File: src/rtl/ahfp_float_2_fixed_pipe_if.sv
// Operand/result stream bundle for the float-to-fixed converter.
// The converter is the slave; the producer/consumer side is the master.
interface ahfp_float_2_fixed_pipe_if #(
  parameter int OUT_WIDTH = 32,
  parameter int CNT_WIDTH = 16
);
  logic [31:0]          in_data;
  logic                 in_valid;
  logic                 in_ready;
  logic [OUT_WIDTH-1:0] out_data;
  logic                 out_valid;
  logic                 out_ready;
  logic                 out_ovf;
  logic                 out_nan;
  logic [CNT_WIDTH-1:0] evt_count;

  modport slave (
    input  in_data, in_valid, out_ready,
    output in_ready, out_data, out_valid, out_ovf, out_nan, evt_count
  );

  modport master (
    output in_data, in_valid, out_ready,
    input  in_ready, out_data, out_valid, out_ovf, out_nan, evt_count
  );
endinterface

File: src/rtl/ahfp_float_2_fixed_pipe.sv
// Three-stage IEEE-754 single to signed fixed-point converter with global-stall
// valid/ready flow control, optional round-half-away, saturation and event counter.
module ahfp_float_2_fixed_pipe #(
  parameter int OUT_WIDTH = 32,
  parameter int FRAC_BITS = 29,
  parameter int ROUND     = 0,
  parameter int CNT_WIDTH = 16
) (
  input  logic                     clk,
  input  logic                     rst,
  ahfp_float_2_fixed_pipe_if.slave bus
);
  // Magnitude carries one bit beyond the output so MAXP+1 (the negative limit) fits.
  localparam int MW = OUT_WIDTH + 1;
  localparam int WW = OUT_WIDTH + 24;
  localparam logic [MW:0] MAXP_MAG = {3'b000, {(OUT_WIDTH-1){1'b1}}};
  localparam logic [MW:0] MIN_MAG  = {2'b00, 1'b1, {(OUT_WIDTH-1){1'b0}}};
  localparam logic [OUT_WIDTH-1:0] MAXP_OUT = {1'b0, {(OUT_WIDTH-1){1'b1}}};
  localparam logic [OUT_WIDTH-1:0] MIN_OUT  = {1'b1, {(OUT_WIDTH-1){1'b0}}};

  typedef enum logic [1:0] {CLS_ZERO, CLS_NORM, CLS_INF, CLS_NAN} cls_e;

  logic                 en;
  logic                 s1_valid_q, s1_valid_d, s1_sign_q, s1_sign_d;
  logic [7:0]           s1_exp_q, s1_exp_d;
  logic [22:0]          s1_man_q, s1_man_d;
  cls_e                 s1_cls_q, s1_cls_d;
  logic                 s2_valid_q, s2_valid_d, s2_sign_q, s2_sign_d;
  cls_e                 s2_cls_q, s2_cls_d;
  logic [MW-1:0]        s2_mag_q, s2_mag_d;
  logic                 s2_big_q, s2_big_d, s2_rnd_q, s2_rnd_d;
  logic                 out_valid_q, out_valid_d, out_ovf_q, out_ovf_d, out_nan_q, out_nan_d;
  logic [OUT_WIDTH-1:0] out_data_q, out_data_d;
  logic [CNT_WIDTH-1:0] evt_count_q, evt_count_d;

  logic [23:0]          m_full;
  int                   k, nk;
  logic [WW-1:0]        wide;
  logic                 big, rnd;
  logic [MW:0]          sum;
  logic [OUT_WIDTH-1:0] res_data;
  logic                 res_ovf, res_nan;

  assign en = !out_valid_q || bus.out_ready;

  // Shift stage: align the significand; big marks magnitudes that cannot fit MW bits.
  always_comb begin
    m_full = {1'b1, s1_man_q};
    k      = int'(s1_exp_q) - 127 + FRAC_BITS - 23;
    nk     = -k;
    wide   = '0;
    big    = 1'b0;
    rnd    = 1'b0;
    if (k > OUT_WIDTH) begin
      big = 1'b1;
    end else if (k >= 0) begin
      wide = WW'(m_full) << k;
    end else begin
      wide = WW'(m_full >> nk);
      rnd  = (m_full & (24'd1 << (nk - 1))) != '0;
    end
    big = big | (|wide[WW-1:MW]);
  end

  always_comb begin
    sum      = {1'b0, s2_mag_q} + {{MW{1'b0}}, (ROUND != 0) & s2_rnd_q};
    res_data = '0;
    res_ovf  = 1'b0;
    res_nan  = 1'b0;
    case (s2_cls_q)
      CLS_NAN: res_nan = 1'b1;
      CLS_INF: begin
        res_ovf  = 1'b1;
        res_data = s2_sign_q ? MIN_OUT : MAXP_OUT;
      end
      CLS_NORM: begin
        if (!s2_sign_q) begin
          if (s2_big_q || sum > MAXP_MAG) begin
            res_ovf  = 1'b1;
            res_data = MAXP_OUT;
          end else begin
            res_data = sum[OUT_WIDTH-1:0];
          end
        end else if (s2_big_q || sum > MIN_MAG) begin
          res_ovf  = 1'b1;
          res_data = MIN_OUT;
        end else begin
          res_data = -sum[OUT_WIDTH-1:0];
        end
      end
      default: ;
    endcase
  end

  // NOTE: every *_d starts as its *_q so no path leaves a variable unassigned (no latch).
  always_comb begin
    s1_valid_d  = s1_valid_q;
    s1_sign_d   = s1_sign_q;
    s1_exp_d    = s1_exp_q;
    s1_man_d    = s1_man_q;
    s1_cls_d    = s1_cls_q;
    s2_valid_d  = s2_valid_q;
    s2_sign_d   = s2_sign_q;
    s2_cls_d    = s2_cls_q;
    s2_mag_d    = s2_mag_q;
    s2_big_d    = s2_big_q;
    s2_rnd_d    = s2_rnd_q;
    out_valid_d = out_valid_q;
    out_data_d  = out_data_q;
    out_ovf_d   = out_ovf_q;
    out_nan_d   = out_nan_q;
    evt_count_d = evt_count_q;
    if (en) begin
      s1_valid_d = bus.in_valid;
      s1_sign_d  = bus.in_data[31];
      s1_exp_d   = bus.in_data[30:23];
      s1_man_d   = bus.in_data[22:0];
      if (bus.in_data[30:23] == 8'h00)      s1_cls_d = CLS_ZERO;
      else if (bus.in_data[30:23] != 8'hFF) s1_cls_d = CLS_NORM;
      else if (bus.in_data[22:0] != '0)     s1_cls_d = CLS_NAN;
      else                                  s1_cls_d = CLS_INF;
      s2_valid_d  = s1_valid_q;
      s2_sign_d   = s1_sign_q;
      s2_cls_d    = s1_cls_q;
      s2_mag_d    = wide[MW-1:0];
      s2_big_d    = big;
      s2_rnd_d    = rnd;
      out_valid_d = s2_valid_q;
      if (s2_valid_q) begin
        out_data_d = res_data;
        out_ovf_d  = res_ovf;
        out_nan_d  = res_nan;
      end
    end
    if (out_valid_q && bus.out_ready && (out_ovf_q || out_nan_q) && !(&evt_count_q))
      evt_count_d = evt_count_q + CNT_WIDTH'(1);
  end

  always_ff @(posedge clk) begin
    if (rst) begin
      s1_valid_q  <= 1'b0;
      s2_valid_q  <= 1'b0;
      out_valid_q <= 1'b0;
      out_data_q  <= '0;
      out_ovf_q   <= 1'b0;
      out_nan_q   <= 1'b0;
      evt_count_q <= '0;
    end else begin
      s1_valid_q  <= s1_valid_d;
      s2_valid_q  <= s2_valid_d;
      out_valid_q <= out_valid_d;
      out_data_q  <= out_data_d;
      out_ovf_q   <= out_ovf_d;
      out_nan_q   <= out_nan_d;
      evt_count_q <= evt_count_d;
    end
  end

  // NOTE: stage payload needs no reset; it is only ever consumed behind a valid bit.
  always_ff @(posedge clk) begin
    s1_sign_q <= s1_sign_d;
    s1_exp_q  <= s1_exp_d;
    s1_man_q  <= s1_man_d;
    s1_cls_q  <= s1_cls_d;
    s2_sign_q <= s2_sign_d;
    s2_cls_q  <= s2_cls_d;
    s2_mag_q  <= s2_mag_d;
    s2_big_q  <= s2_big_d;
    s2_rnd_q  <= s2_rnd_d;
  end

  assign bus.in_ready  = en;
  assign bus.out_valid = out_valid_q;
  assign bus.out_data  = out_data_q;
  assign bus.out_ovf   = out_ovf_q;
  assign bus.out_nan   = out_nan_q;
  assign bus.evt_count = evt_count_q;
endmodule

File: src/flat_wrapper.sv
// flat-port wrapper written by rule: the top's interface ports become plain ports
module ahfp_float_2_fixed_pipe_flat 
#(
  parameter int OUT_WIDTH = 32,
  parameter int FRAC_BITS = 29,
  parameter int ROUND     = 0,
  parameter int CNT_WIDTH = 16
)
  (clk, rst, bus_in_data, bus_in_valid, bus_out_ready, bus_in_ready, bus_out_data, bus_out_valid, bus_out_ovf, bus_out_nan, bus_evt_count);
  ahfp_float_2_fixed_pipe_if #(.OUT_WIDTH(OUT_WIDTH), .CNT_WIDTH(CNT_WIDTH)) bus_i ();
  input  logic clk;
  input  logic rst;
  input wire logic [$bits(bus_i.in_data)-1:0] bus_in_data;
  input wire logic [$bits(bus_i.in_valid)-1:0] bus_in_valid;
  input wire logic [$bits(bus_i.out_ready)-1:0] bus_out_ready;
  output wire logic [$bits(bus_i.in_ready)-1:0] bus_in_ready;
  output wire logic [$bits(bus_i.out_data)-1:0] bus_out_data;
  output wire logic [$bits(bus_i.out_valid)-1:0] bus_out_valid;
  output wire logic [$bits(bus_i.out_ovf)-1:0] bus_out_ovf;
  output wire logic [$bits(bus_i.out_nan)-1:0] bus_out_nan;
  output wire logic [$bits(bus_i.evt_count)-1:0] bus_evt_count;
  assign bus_i.in_data = bus_in_data;
  assign bus_i.in_valid = bus_in_valid;
  assign bus_i.out_ready = bus_out_ready;
  assign bus_in_ready = bus_i.in_ready;
  assign bus_out_data = bus_i.out_data;
  assign bus_out_valid = bus_i.out_valid;
  assign bus_out_ovf = bus_i.out_ovf;
  assign bus_out_nan = bus_i.out_nan;
  assign bus_evt_count = bus_i.evt_count;
  ahfp_float_2_fixed_pipe #(.OUT_WIDTH(OUT_WIDTH), .FRAC_BITS(FRAC_BITS), .ROUND(ROUND), .CNT_WIDTH(CNT_WIDTH)) u_core (.clk(clk), .rst(rst), .bus(bus_i));
endmodule
File: config.mk
export PLATFORM = sky130hd
export DESIGN_NAME = ahfp_float_2_fixed_pipe_flat
export DESIGN_NICKNAME = d
export VERILOG_FILES = /design/src/rtl/ahfp_float_2_fixed_pipe_if.sv /design/src/rtl/ahfp_float_2_fixed_pipe.sv /design/src/flat_wrapper.sv
export SDC_FILE = /design/constraint.sdc
export NUM_CORES = 1
export LEC_CHECK = 0
export CORE_MARGIN = 1
export CORE_UTILIZATION = 64
export CTS_CLUSTER_SIZE = 12
export DETAILED_ROUTE_END_ITERATION = 8
export GPL_TIMING_DRIVEN = 0
export PLACE_DENSITY_LB_ADDON = 0.15
export REMOVE_ABC_BUFFERS = 1
export SLEW_MARGIN = 20
export SYNTH_ARGS = -nofsm -noshare
export SYNTH_HDL_FRONTEND = slang
export SYNTH_SLANG_ARGS = --single-unit
File: constraint.sdc
create_clock -name clk -period 7.1 [get_ports clk]
set_input_delay 1.42 -clock clk [delete_from_list [all_inputs] [get_ports clk]]
set_output_delay 1.42 -clock clk [all_outputs]
set_load 0.01 [all_outputs]
==> results by group <==
Clock tree
  – CTS buffer count: 17
  – Root Driver: clkbuf_16
  – CTS tree: done
  – Clk sinks: 124
  – Buffers inserted by post-CTS timing repair: 0
  – Worst-Skew Late Latency: 0.43 ns
  – H-tree depth: 4
  – Worst-path clk slew: 0.06 ns
  – Max Buffers Root-to-Sink: 2
  – CTS Hold Bufs: 0
  – Post-CTS Resized: 0

Yosys
  – Synth Area in Compound Gates: 22.7%
  – Ys async rst share: 0%
  – Synthesized instance count: 1124
  – Largest family of logic cells by synthesized area: compound AO/OA/AOI/OAI gates
  – Warnings from Yosys: 0
  – Distinct cells, synth: 76
  – Top FF cell, synth: edfxtp_1
  – Post-synth EDFFs: 71
  – Post-synthesis simple-gate area fraction: 21.2%
  – Synth area leader: edfxtp_1
  – Ranking of synthesized cells by area: edfxtp_1 (22%), dfxtp_1 (11%), mux2i_1 (5.7%)
  – Yosys reg bits: 124
  – Post-synthesis mux area share: 10.6%
  – Mean Syn Cell Area: 8.53 um^2
  – Top-area cell type share of the netlist area: 22.2%
  – Adder-cell share of the synthesized area: 2.48%
  – Sequential fraction of the synthesis area: 33.3%
  – Post-Syn Area: 9580 um^2
  – Xor/xnor share of the synthesized area: 5.78%

Cells and area
  – Fill cells: 992
  – Layout cell share with drive strength beyond 1: 9.43%
  – Nets: 1219
  – Fin util: 77.5%
  – Post-Layout Cell Count: 1361
  – Antenna Cells: 0
  – P&R area growth vs syn: 18.0%

Floorplan
  – IO Count: 88
  – Row cnt: 44
  – Die area: 15500 um^2
  – Die Wd: 124 um
  – Core ar.: 14600 um^2
  – Die Ht: 124 um
  – Initial Util: 65.7%

Timing
  – Final Worst Setup Slack: 0.991 ns
  – Achievable Freq: 164 MHz
  – Slew @ Worst Pin: 1.01 ns
  – Final Hold Vio Count: 0
  – Pins Over Slew Limit: 0
  – RSZ-0062 raised after global routing: no
  – Clock skew: 0.0101 ns
  – Headroom to the max-slew limit: 32.5%
  – Tmin final: 6.11 ns
  – Fin crit share: 86.0%
  – Final Setup Violations: 0

Routing
  – Final ANT Viol Nets: 0
  – DRT iter0 DRCs: 1025
  – Drc violations: 0
  – Wire per inst: 20.0 um
  – First-pass DRT Iterations: 6
  – Final wirelength: 27200 um
  – Vias per inst: 6.82
  – Vias: 9282

Worst hold path
  – Hold WC Path Type: flip-flop to flip-flop
  – Hold path startpoint: u_core.s1_sign_q
  – WHS Endpoint: u_core.s2_sign_q
  – Hold Crit Depth: 0

GRT
  – Antenna violations before repair: 0
  – Vias in the first global route: 8623
  – Global-route wire length before repair: 44600 um
  – Total Routing Usage GR: 35.5%
  – Largest net degree at the start of global routing: 58
  – GRT Residual Overflow: 0

Pwr
  – Static Leakage: 4.30 nW
  – Worst VDD drop: 0.194 mV
  – Pwr dens: 232 nW/um^2

Worst setup path
  – CP arrival: 6.35 ns
  – CP startpoint kind: flip-flop
  – RR Startpoint: u_core.s1_exp_q[0]
  – Req. time, crit path: 7.34 ns
  – Worst flop-to-flop path endpoint: u_core.s2_mag_q[14]
  – R2r setup slk: 0.99 ns
  – Worst-path fanout max: 57
  – CP Capture Type: flip-flop
  – R2R depth: 15
  – Critical path class: flip-flop to flip-flop

Placement
  – Final HPWL DP: 19100 um
  – GPL Wtd Cong: 0.970
  – Placed cells: 1329
  – Port Buf Inserts: 87
  – Post-Place Worst Slack: 1.09 ns

Status
  – Status: finished clean

Job
  – MaxCap Viol Count: 0
-- kinds of logic after synthesis --
kind of cell	after synthesis
AND/OR/NAND/NOR	419
XOR/XNOR	60
buffers and inverters	97
multiplexers	88
adder cells (fa/ha/maj)	19
flip-flops	124
AO/OA/AOI/OAI	317
-- through the flow --
stage	TNS [ns]	total power, mW	area (um^2)	hold slack (ns)
after floorplan	-9.04	1.39	9260	0.400
after global placement	-117.67	1.61	10400	0.404
after detailed placement	0	1.65	10700	0.413
after CTS	0	2.59	11300	0.422
after global routing	0	2.72	11300	0.431
final	0	2.62	11300	0.422
-- per-layer routing --
metal,share of wire [%],vias to the layer above,track usage [%]
li1,-,4359,-
met1,41,4285,46.1
met2,46,525,57.1
met3,7.8,113,6.23
met4,4.6,0,17.9
met5,0,-,0
-- final cells by class --
cell class	instances	area [um^2]	area share [%]
Clock buffer	19	464	4.11
Timing Repair Buffer	101	1080	9.52
Sequential cell	124	3190	28.2
Tap cell	184	230	2.04
Inverter	17	63.8	0.564
Clock inverter	13	176	1.56
Multi-Input combinational cell	903	6100	54.0
-- where the power goes --
part           internal, mW  leakage, nW  switching, mW
Sequential            0.784         1.23         0.0318
Combinational         0.333         2.75          0.527
Clock                 0.590        0.316          0.351
Total                  1.71         4.30          0.910
-- cell usage after synthesis, types with 7 or more instances --
master	instances
o32ai_1	7
o211ai_1	9
dfxtp_1	53
and3_1	7
mux4_2	8
xor2_1	33
nand3_1	38
nor2_1	140
nor3_1	24
inv_1	16
buf_1	11
a31oi_1	11
mux2i_1	55
xnor2_1	25
o22ai_1	13
o21ai_0	69
nor2b_1	9
nand2_1	90
clkbuf_1	64
a21o_1	34
mux2_2	25
a21oi_1	58
a32oi_1	29
nand2b_1	9
ha_1	19
or3_1	18
a211oi_1	14
nand4_1	21
edfxtp_1	71
nor4_1	30
-- sequential cells by signal (all words and copies together), names as in the netlist --
register	count
u_core.s2_mag_q	33
u_core.s1_valid_q	1
u_core.s1_sign_q	1
u_core.s1_man_q	23
u_core.bus.out_data	32
u_core.s2_big_q	1
u_core.bus.out_valid	1
u_core.s2_valid_q	1
u_core.bus.out_nan	1
u_core.bus.out_ovf	1
u_core.s1_cls_q	2
u_core.bus.evt_count	16
u_core.s2_sign_q	1
u_core.s2_cls_q	2
u_core.s1_exp_q	8
-- how the worst max path moves through the flow --
stage	startpoint	to
finish	u_core.s1_exp_q[0]	u_core.s2_mag_q[14]
global route	u_core.s1_exp_q[0]	u_core.s2_mag_q[11]
CTS	u_core.s1_exp_q[0]	u_core.s2_mag_q[14]
detailed placement	u_core.s1_exp_q[0]	u_core.s2_mag_q[14]
global placement	u_core.s1_exp_q[0]	u_core.s2_mag_q[6]
floorplan	u_core.s1_exp_q[0]	u_core.s2_mag_q[7]
-- cells in the final DEF (no fill, tap or decap), types with 18 or more instances in the layout --
cell type,n
a32oi_1,29
edfxtp_1,71
xnor2_1,20
clkbuf_16,18
a21o_1,34
nand2_1,89
xor2_1,32
nand4_1,21
mux2i_1,55
dfxtp_1,53
nand3_1,38
o21ai_0,69
nor2_1,139
nor4_1,30
a21oi_1,58
mux2_2,25
or3_1,18
clkdlybuf4s50_1,86
nor3_1,23
-- critical path, stage by stage (launching register included) --
cell      delay [ns]
edfxtp_1        0.57
ha_4            0.55
ha_1            0.35
or4_1           0.68
nor2_1          0.28
nand3_1         0.12
ha_1            0.39
nand2b_1        0.09
or3_1           0.31
nor3_1          0.18
or4b_2          0.60
nor3_1          0.65
nand2_1         0.47
nor2_1          0.41
nand3_1         0.11
o21ai_0         0.15
No activity file was read; power rests on OpenSTA's default activity.
